--- src/rtl/arc4_pkg.sv ---
// Shared types for the ARC4 sequencer: FSM states, S-memory owner codes and default widths.
package arc4_pkg;

    localparam int DEF_KEY_W  = 24;
    localparam int DEF_ADDR_W = 8;
    localparam int DEF_DATA_W = 8;

    typedef enum logic [3:0] {
        IDLE,
        INIT_GO, INIT_LO, INIT_HI,
        KSA_GO,  KSA_LO,  KSA_HI,
        PRGA_GO, PRGA_LO, PRGA_HI,
        FIN
    } seq_state_t;

    typedef enum logic [1:0] {
        OWN_NONE,
        OWN_INIT,
        OWN_KSA,
        OWN_PRGA
    } s_owner_t;

    // A sub-block keeps the memory port for its whole GO/LO/HI window.
    function automatic s_owner_t state_owner(input seq_state_t s);
        s_owner_t o;
        o = OWN_NONE;
        case (s)
            INIT_GO, INIT_LO, INIT_HI: o = OWN_INIT;
            KSA_GO,  KSA_LO,  KSA_HI:  o = OWN_KSA;
            PRGA_GO, PRGA_LO, PRGA_HI: o = OWN_PRGA;
            default:                   o = OWN_NONE;
        endcase
        return o;
    endfunction

endpackage

--- src/rtl/s_mem_mux.sv ---
// Combinational S-memory port arbiter: forwards the current owner's bundle, idles the port otherwise.
module s_mem_mux
    import arc4_pkg::*;
#(
    parameter int ADDR_W = DEF_ADDR_W,
    parameter int DATA_W = DEF_DATA_W
) (
    input  logic              rst,
    input  s_owner_t          owner,
    input  logic [ADDR_W-1:0] init_addr,
    input  logic [DATA_W-1:0] init_wrdata,
    input  logic              init_wren,
    input  logic [ADDR_W-1:0] ksa_addr,
    input  logic [DATA_W-1:0] ksa_wrdata,
    input  logic              ksa_wren,
    input  logic [ADDR_W-1:0] prga_addr,
    input  logic [DATA_W-1:0] prga_wrdata,
    input  logic              prga_wren,
    output logic [ADDR_W-1:0] s_addr,
    output logic [DATA_W-1:0] s_wrdata,
    output logic              s_wren
);

    // No write may reach the memory while reset is asserted, whoever owns the port.
    always_comb begin
        s_addr   = '0;
        s_wrdata = '0;
        s_wren   = 1'b0;
        case (owner)
            OWN_INIT: begin
                s_addr   = init_addr;
                s_wrdata = init_wrdata;
                s_wren   = init_wren;
            end
            OWN_KSA: begin
                s_addr   = ksa_addr;
                s_wrdata = ksa_wrdata;
                s_wren   = ksa_wren;
            end
            OWN_PRGA: begin
                s_addr   = prga_addr;
                s_wrdata = prga_wrdata;
                s_wren   = prga_wren;
            end
            default: ;
        endcase
        if (rst) begin
            s_wren = 1'b0;
        end
    end

endmodule

--- src/rtl/arc4_seq.sv ---
// ARC4 top-level sequencer: runs init, ksa and prga in order over en/rdy and arbitrates the S-memory port.
module arc4_seq
    import arc4_pkg::*;
#(
    parameter int KEY_W   = DEF_KEY_W,
    parameter int ADDR_W  = DEF_ADDR_W,
    parameter int DATA_W  = DEF_DATA_W,
    parameter int TIMEOUT = 1024
) (
    input  logic              clk,
    input  logic              rst,
    input  logic              en,
    output logic              rdy,
    input  logic [KEY_W-1:0]  key,
    output logic [KEY_W-1:0]  key_q,
    output logic              done,
    output logic              err,
    output logic              init_en,
    output logic              ksa_en,
    output logic              prga_en,
    input  logic              init_rdy,
    input  logic              ksa_rdy,
    input  logic              prga_rdy,
    input  logic [ADDR_W-1:0] init_addr,
    input  logic [ADDR_W-1:0] ksa_addr,
    input  logic [ADDR_W-1:0] prga_addr,
    input  logic [DATA_W-1:0] init_wrdata,
    input  logic [DATA_W-1:0] ksa_wrdata,
    input  logic [DATA_W-1:0] prga_wrdata,
    input  logic              init_wren,
    input  logic              ksa_wren,
    input  logic              prga_wren,
    output logic [DATA_W-1:0] s_rddata_out,
    output logic [ADDR_W-1:0] s_addr,
    output logic [DATA_W-1:0] s_wrdata,
    output logic              s_wren,
    input  logic [DATA_W-1:0] s_rddata
);

    localparam int WD_W = (TIMEOUT == 0) ? 1 : $clog2(TIMEOUT + 1);

    seq_state_t      state;
    seq_state_t      state_nxt;
    logic [WD_W-1:0] wdog;
    logic            busy;
    logic            stay_busy;
    logic            wd_hit;
    logic            init_en_nxt;
    logic            ksa_en_nxt;
    logic            prga_en_nxt;
    logic            done_nxt;

    assign rdy          = (state == IDLE);
    assign s_rddata_out = s_rddata;

    assign busy      = state inside {INIT_LO, INIT_HI, KSA_LO, KSA_HI, PRGA_LO, PRGA_HI};
    assign stay_busy = state_nxt inside {INIT_LO, INIT_HI, KSA_LO, KSA_HI, PRGA_LO, PRGA_HI};
    assign wd_hit    = (TIMEOUT != 0) && busy && (wdog == WD_W'(TIMEOUT - 1));

    // The watchdog only runs while a sub-block holds the handshake, so any move
    // into a GO state (or back to IDLE) restarts it from zero.
    always_ff @(posedge clk) begin
        if (rst) begin
            state   <= IDLE;
            key_q   <= '0;
            err     <= 1'b0;
            done    <= 1'b0;
            init_en <= 1'b0;
            ksa_en  <= 1'b0;
            prga_en <= 1'b0;
            wdog    <= '0;
        end else begin
            state   <= state_nxt;
            done    <= done_nxt;
            init_en <= init_en_nxt;
            ksa_en  <= ksa_en_nxt;
            prga_en <= prga_en_nxt;
            if (rdy && en) begin
                key_q <= key;
                err   <= 1'b0;
            end else if (wd_hit) begin
                err   <= 1'b1;
            end
            wdog <= (busy && stay_busy) ? wdog + 1'b1 : '0;
        end
    end

    always_comb begin
        state_nxt = state;
        case (state)
            IDLE:    if (en)        state_nxt = INIT_GO;
            INIT_GO: if (init_rdy)  state_nxt = INIT_LO;
            INIT_LO: if (!init_rdy) state_nxt = INIT_HI;
            INIT_HI: if (init_rdy)  state_nxt = KSA_GO;
            KSA_GO:  if (ksa_rdy)   state_nxt = KSA_LO;
            KSA_LO:  if (!ksa_rdy)  state_nxt = KSA_HI;
            KSA_HI:  if (ksa_rdy)   state_nxt = PRGA_GO;
            PRGA_GO: if (prga_rdy)  state_nxt = PRGA_LO;
            PRGA_LO: if (!prga_rdy) state_nxt = PRGA_HI;
            PRGA_HI: if (prga_rdy)  state_nxt = FIN;
            FIN:                    state_nxt = IDLE;
            default:                state_nxt = IDLE;
        endcase
        if (wd_hit) begin
            state_nxt = IDLE;
        end
    end

    // Start pulses and done are derived from the chosen transition, so a
    // watchdog abort can never leak a start or a completion.
    always_comb begin
        init_en_nxt = 1'b0;
        ksa_en_nxt  = 1'b0;
        prga_en_nxt = 1'b0;
        done_nxt    = (state_nxt == FIN);
        case (state)
            INIT_GO: init_en_nxt = (state_nxt == INIT_LO);
            KSA_GO:  ksa_en_nxt  = (state_nxt == KSA_LO);
            PRGA_GO: prga_en_nxt = (state_nxt == PRGA_LO);
            default: ;
        endcase
    end

    s_mem_mux #(
        .ADDR_W (ADDR_W),
        .DATA_W (DATA_W)
    ) u_mux (
        .rst         (rst),
        .owner       (state_owner(state)),
        .init_addr   (init_addr),
        .init_wrdata (init_wrdata),
        .init_wren   (init_wren),
        .ksa_addr    (ksa_addr),
        .ksa_wrdata  (ksa_wrdata),
        .ksa_wren    (ksa_wren),
        .prga_addr   (prga_addr),
        .prga_wrdata (prga_wrdata),
        .prga_wren   (prga_wren),
        .s_addr      (s_addr),
        .s_wrdata    (s_wrdata),
        .s_wren      (s_wren)
    );

endmodule

--- config.mk ---
export PLATFORM = sky130hd
export DESIGN_NAME = arc4_seq
export DESIGN_NICKNAME = d
export VERILOG_FILES = /design/src/rtl/arc4_pkg.sv /design/src/rtl/s_mem_mux.sv /design/src/rtl/arc4_seq.sv
export SDC_FILE = /design/constraint.sdc
export NUM_CORES = 1
export LEC_CHECK = 0
export ABC_AREA = 1
export BUFFER_PORTS_ARGS = -buffer_cell sky130_fd_sc_hd__buf_2
export CELL_PAD_IN_SITES_DETAIL_PLACEMENT = 1
export CELL_PAD_IN_SITES_GLOBAL_PLACEMENT = 2
export CORE_MARGIN = 3
export CORE_UTILIZATION = 21
export DETAILED_ROUTE_END_ITERATION = 7
export GPL_TIMING_DRIVEN = 1
export HOLD_SLACK_MARGIN = 0.02
export PLACE_DENSITY = 0.79
export SETUP_SLACK_MARGIN = 0.02
export SYNTH_ARGS = -nofsm -noshare
export SYNTH_HDL_FRONTEND = slang
export SYNTH_SLANG_ARGS = --single-unit
--- constraint.sdc ---
create_clock -name clk -period 2.3 [get_ports clk]
set_clock_uncertainty 0.05 [all_clocks]
set_input_delay 0.46 -clock clk [delete_from_list [all_inputs] [get_ports clk]]
set_output_delay 0.46 -clock clk [all_outputs]
set_load 0.005 [all_outputs]
Yosys cells after proc, flatten, opt, wreduce, memory -nomap -nowiden
Memory sizes are Yosys's and may differ from the RTL's. A register that Yosys moved wholly into a read port is not among the register bits.
Cells that the tools add are included.

storage, ports and cells
  register bits after elaboration = 44
  bits in read-only memories = 32
  input port bits = 89
  output and inout bits = 55
  logic and storage cells = 62
  memories = 1

operators by class
  add/subtract/negate cells = 1
  equality and inequality tests = 20
  muxes and demuxes = 17
  bitwise logic cells = 4
  reduce and logical (&&, ||, !) cells = 11

memory list
  name             words  width  rd ports  clocked after memory_dff  wr ports  RTL line        text
  (no name shown)  16     2      1         1                         0         arc4_pkg.sv:27  case (s)

operator list
  kind                     count
  $mux W4                  12
  $pmux W8 S3              2
  $pmux W4 S10             1
  $eq A4 B3 Y1 const B     6
  $eq A4 B4 Y1 const B     5
  $eq A4 B2 Y1 const B     4
  $reduce_bool A6 Y1       2
  $add A11 B1 Y11 const B  1
  $eq A11 B10 Y1 const B   1
  $reduce_or A2 Y1         5
  $eq A2 B2 Y1 const B     2
  $eq A4 B1 Y1 const B     1
  $logic_not A4 Y1         1
  $not A1 Y1               4
  $logic_and A1 B1 Y1      3
  $pmux W1 S3              1
  $eq A2 B1 Y1 const B     1
  $mux W1                  1

Depth between registers and ports, before layout
  depth after elaboration = 9
  depth in mapped cells = 14

By module
From an unflattened synthesis, not the netlist that was laid out.

second synthesis, totals
  cells, all modules = 350
  area, all modules = 2469.9 sq um

by module, submodules not included
  module     times used  cells an instance  area each (sq um)  sequential area each (sq um)
  arc4_seq   1           270                2095.8             920.9
  s_mem_mux  1           80                 374.1              0.0

Worst setup path after synthesis
Ideal clock, no wire load.

  kind = register -> output
  from = register, netlist name u_mux.owner[1]
  to = output port s_addr[0]
  data arrival time = 1243 ps
  required time = 1790 ps
  slack = 547 ps
  cell stages (with the launch flop) = 7
  buffers on the path = 2
  path through = dfxtp_1 buf_2 inv_1 nor2_1 clkbuf_1 nand2_1 nand3_1

between the ends
  word-level cells in the longest chain between the ends = 2
  elaborated cells on any way between the ends = 4

RTL lines
  element                                              RTL line         text
  $eq A2 B2 Y1 / $eq A2 B1 Y1 (equally long branches)  s_mem_mux.sv:29  case (owner)
  $pmux W8 S3 *                                        s_mem_mux.sv:29
  end, declared                                        arc4_seq.sv:34   output logic [ADDR_W-1:0] s_addr,

Mark *: on every way between the ends. The rest lies on a longest branch, timed or not.

Worst setup path after layout
  from = register, netlist name u_mux.owner[0]
  to = output port s_wren

between the ends
  word-level cells in the longest chain between the ends = 3
  elaborated cells on any way between the ends = 5

RTL lines
  element                                              RTL line         text
  $eq A2 B2 Y1 / $eq A2 B1 Y1 (equally long branches)  s_mem_mux.sv:29
  $pmux W1 S3 *                                        s_mem_mux.sv:29
  $mux W1 *                                            s_mem_mux.sv:47  if (rst) begin
  end, declared                                        arc4_seq.sv:36   output logic s_wren,

Marked as above.

==> flow_summary.toml <==
[timing]
layout_setup_ws_ps = 282
tightest_slew_ps = 416
maxSlewHeadroom_pct = 72.3
post-route-period-util_pct = 87.7
report.final.hold_viol_count = 0
drv_slew = 0
min_period_ps = 2020
fin_setup_tns_ps = 0
report.final.setup_viol = 0
max_freq_ghz = 0.495
grt_setup_unrepaired = "false"

[critical_path]
crit_path_frequent_cell = "nand2_1"
reg2reg_slack_ps = 310
worstPathArrival_ps = 1510
rr_endpoint = "wdog[9]$_SDFF_PP0_"
crit_type = "register to output pin"
path_buf_inv = 3
slowest_delay_ps = 360
critPathMaxFanout = 17
startpoint_type = "register"
critPathTopFamily = "buffers and inverters"
end_kind = "output pin"
crit_required_ps = 1790
r2r-start = "wdog[0]$_SDFF_PP0_"
cp_slowest_cell = "dfxtp_1"
cp_cell_sequence = "nand2_1 -> clkinvlp_4 -> nand2_1 -> nand3_1 -> nand2_1 -> inv_1 -> buf_2"
reg2regPathDepth = 12

[power_and_ir_drop]
power.switching_mw = 0.532
comb_power_share_pct = 19.6
power_leakage_nw = 1.59
p_int_mw = 1.45
switching_share_pct = 26.9
power_density_nw_per_um2 = 605
ir_drop_mv = 0.259
power_frac_clock_pct = 35.9
p_seq_share_pct = 44.5

[synth]
syn_nets = 440
syn_area_per_cell_um2 = 6.85
yosys_register_bits = 46
yosysSeqAreaShare_pct = 38.4
synthTopCellsByArea = "dfxtp_1, nand2_1, nand3_1"
netlist_area_um2 = 2400
synthCells = 350
synth_top_area_share_pct = 38.4
synth_area_leader_cell = "dfxtp_1"
synth_edf_count = 0
yosysWarningCount = 0
synth_cell_types = 29
async_flop_share_pct = 0
ys.flop_type = "dfxtp_1"

[die]
die_area_um2 = 12700
fp.dieH_um = 113
chipWidth_um = 113
io_pins = 144
initial_core_util_pct = 21.8
core_um2 = 11000
num_rows = 38

[detailed_routing]
route.detailed.drc = 0
routedWlPerCell_um = 12.5
routed_wl_um = 7590
drt.antenna.violating_nets = 0
first_pass_iters = 4
drt_iter0_markers = 77
detailroute.via_count = 2572
vias_per_cell = 4.24

[grt]
grt_use_total_pct = 11.7
grt_max_degree = 49
grt_pass1_vias = 2665
grt_overflow = 0
antenna_found_initial = 0
grt_first_pass_wirelength_um = 12400

[placement]
placed_cell_area_um2 = 3120
gp_congestion = 0.807
hpwlAfterDp_um = 6200
io_buffers = 127
dp.cells = 599
place_ws_ps = 286

[hold_path]
holdPathStages = 2
hold_end = "err$_SDFFE_PP0P_"
min_path_type = "input port to register"
hold_start = "en"

[finish]
final_common_cell = "buf_2"
area_delta_synth_final_pct = 36.6
final_cell_mix = "buf_2, nand2_1, nand3_1"
drive_gt1_share_pct = 36.4
n_antenna_cell = 0
fill_cells = 1414
fin_area_um2 = 3270
nNetsFinal = 556
final_cells = 607
multi_input_area_um2 = 1150
ff_latch_area_um2 = 921

[clocking]
cts_setup_buffers = 0
cts_tree = "built"
cts_root_buffer = "clkbuf_16"
h-tree-depth = 2
clkSinkCount = 46
numCtsBuffers = 5
clockBufferDepth = 2
cts.clk_slew.worst_paths_ps = 60
insertion_delay_ps = 280

[flow_run]
maxCapViolations = 0

[run_status]
outcome = "complete, no violations"
worst max-delay path by stage:
stage / start / end / slack, ps / depth (start not counted)
floorplan: u_mux.owner[1]$_DFF_P_ / s_addr[0] / 550 / 6
global placement: wdog[0]$_SDFF_PP0_ / wdog[9]$_SDFF_PP0_ / 360 / 12
detailed placement: wdog[0]$_SDFF_PP0_ / wdog[9]$_SDFF_PP0_ / 290 / 12
CTS: u_mux.owner[0]$_DFF_P_ / s_wren / 90 / 7
global route: u_mux.owner[0]$_DFF_P_ / s_wren / 110 / 7
finish: u_mux.owner[0]$_DFF_P_ / s_wren / 280 / 7
logic make-up (layout without fill, tap and decap cells):
family / after synthesis / count (layout) / synth area share, %
simple gates: 164 / 164 / 32.6
buf+inv: 74 / 191 / 13.4
compound gates: 57 / 57 / 12.2
flops: 46 / 46 / 38.4
xor+xnor: 8 / 8 / 2.92
fa+ha+maj: 1 / 1 / 0.522
final cells by class:
cell class	count	share of cell area [%]
clock buffer	7	4.36
clock inverter	1	0.153
inverter	50	5.93
multi-input combinational	230	35.3
sequential	46	28.1
tap	140	5.35
timing repair buffer	133	20.8
metal layers:
layer  GRT usage [%]  wire [um]  vias up
li1                -          -     1333
met4            3.13         80        0
met3            2.94        663        6
met1            13.4       3100     1137
met5               0          0        -
met2            21.6       3750       96
registers in the layout, summed over array words and instances (netlist names):
name	count
key_q	24
wdog	11
state	4
u_mux.owner	2
done	1
err	1
init_en	1
ksa_en	1
prga_en	1
Yosys cell counts, types with 2 or more instances:
master and n:
inv_1 45, nor2_2 16, buf_4 8, nand2_2 4
nor3_1 3, a21oi_1 26, nor2_1 16, nand2_1 67
nand4_1 2, inv_2 3, nor2_4 2, xnor2_1 3
xor2_1 5, clkbuf_1 13, o21ai_1 2, dfxtp_1 46
o21ai_0 27, nand3_1 50, buf_2 2
metrics by stage:
step                      total power [mW]  hold slack [ps]  util, %
after floorplan                       1.10              377        -
after global placement                1.29              378     28.4
after detailed placement              1.30              383     28.4
after CTS                             2.02              332     29.8
after global routing                  2.12              338     29.8
final                                 1.98              328     29.8
power groups by stage:
stage	Sequential [mW]	Clock, mW	Combinational (mW)
final	0.882	0.711	0.388
after global routing	0.891	0.789	0.442
after CTS	0.884	0.744	0.398
after detailed placement	0.901	0	0.395
after global placement	0.900	0	0.388
after floorplan	0.898	0	0.205
timing repair:
item                                    in CTS  in global routing
hold endpoints to repair                     0                  0
endpoints found under the setup margin       0                  4
hold buffers                                 0                  0
gates resized for setup                      0                  1
(Power assumes the default switching activity.)
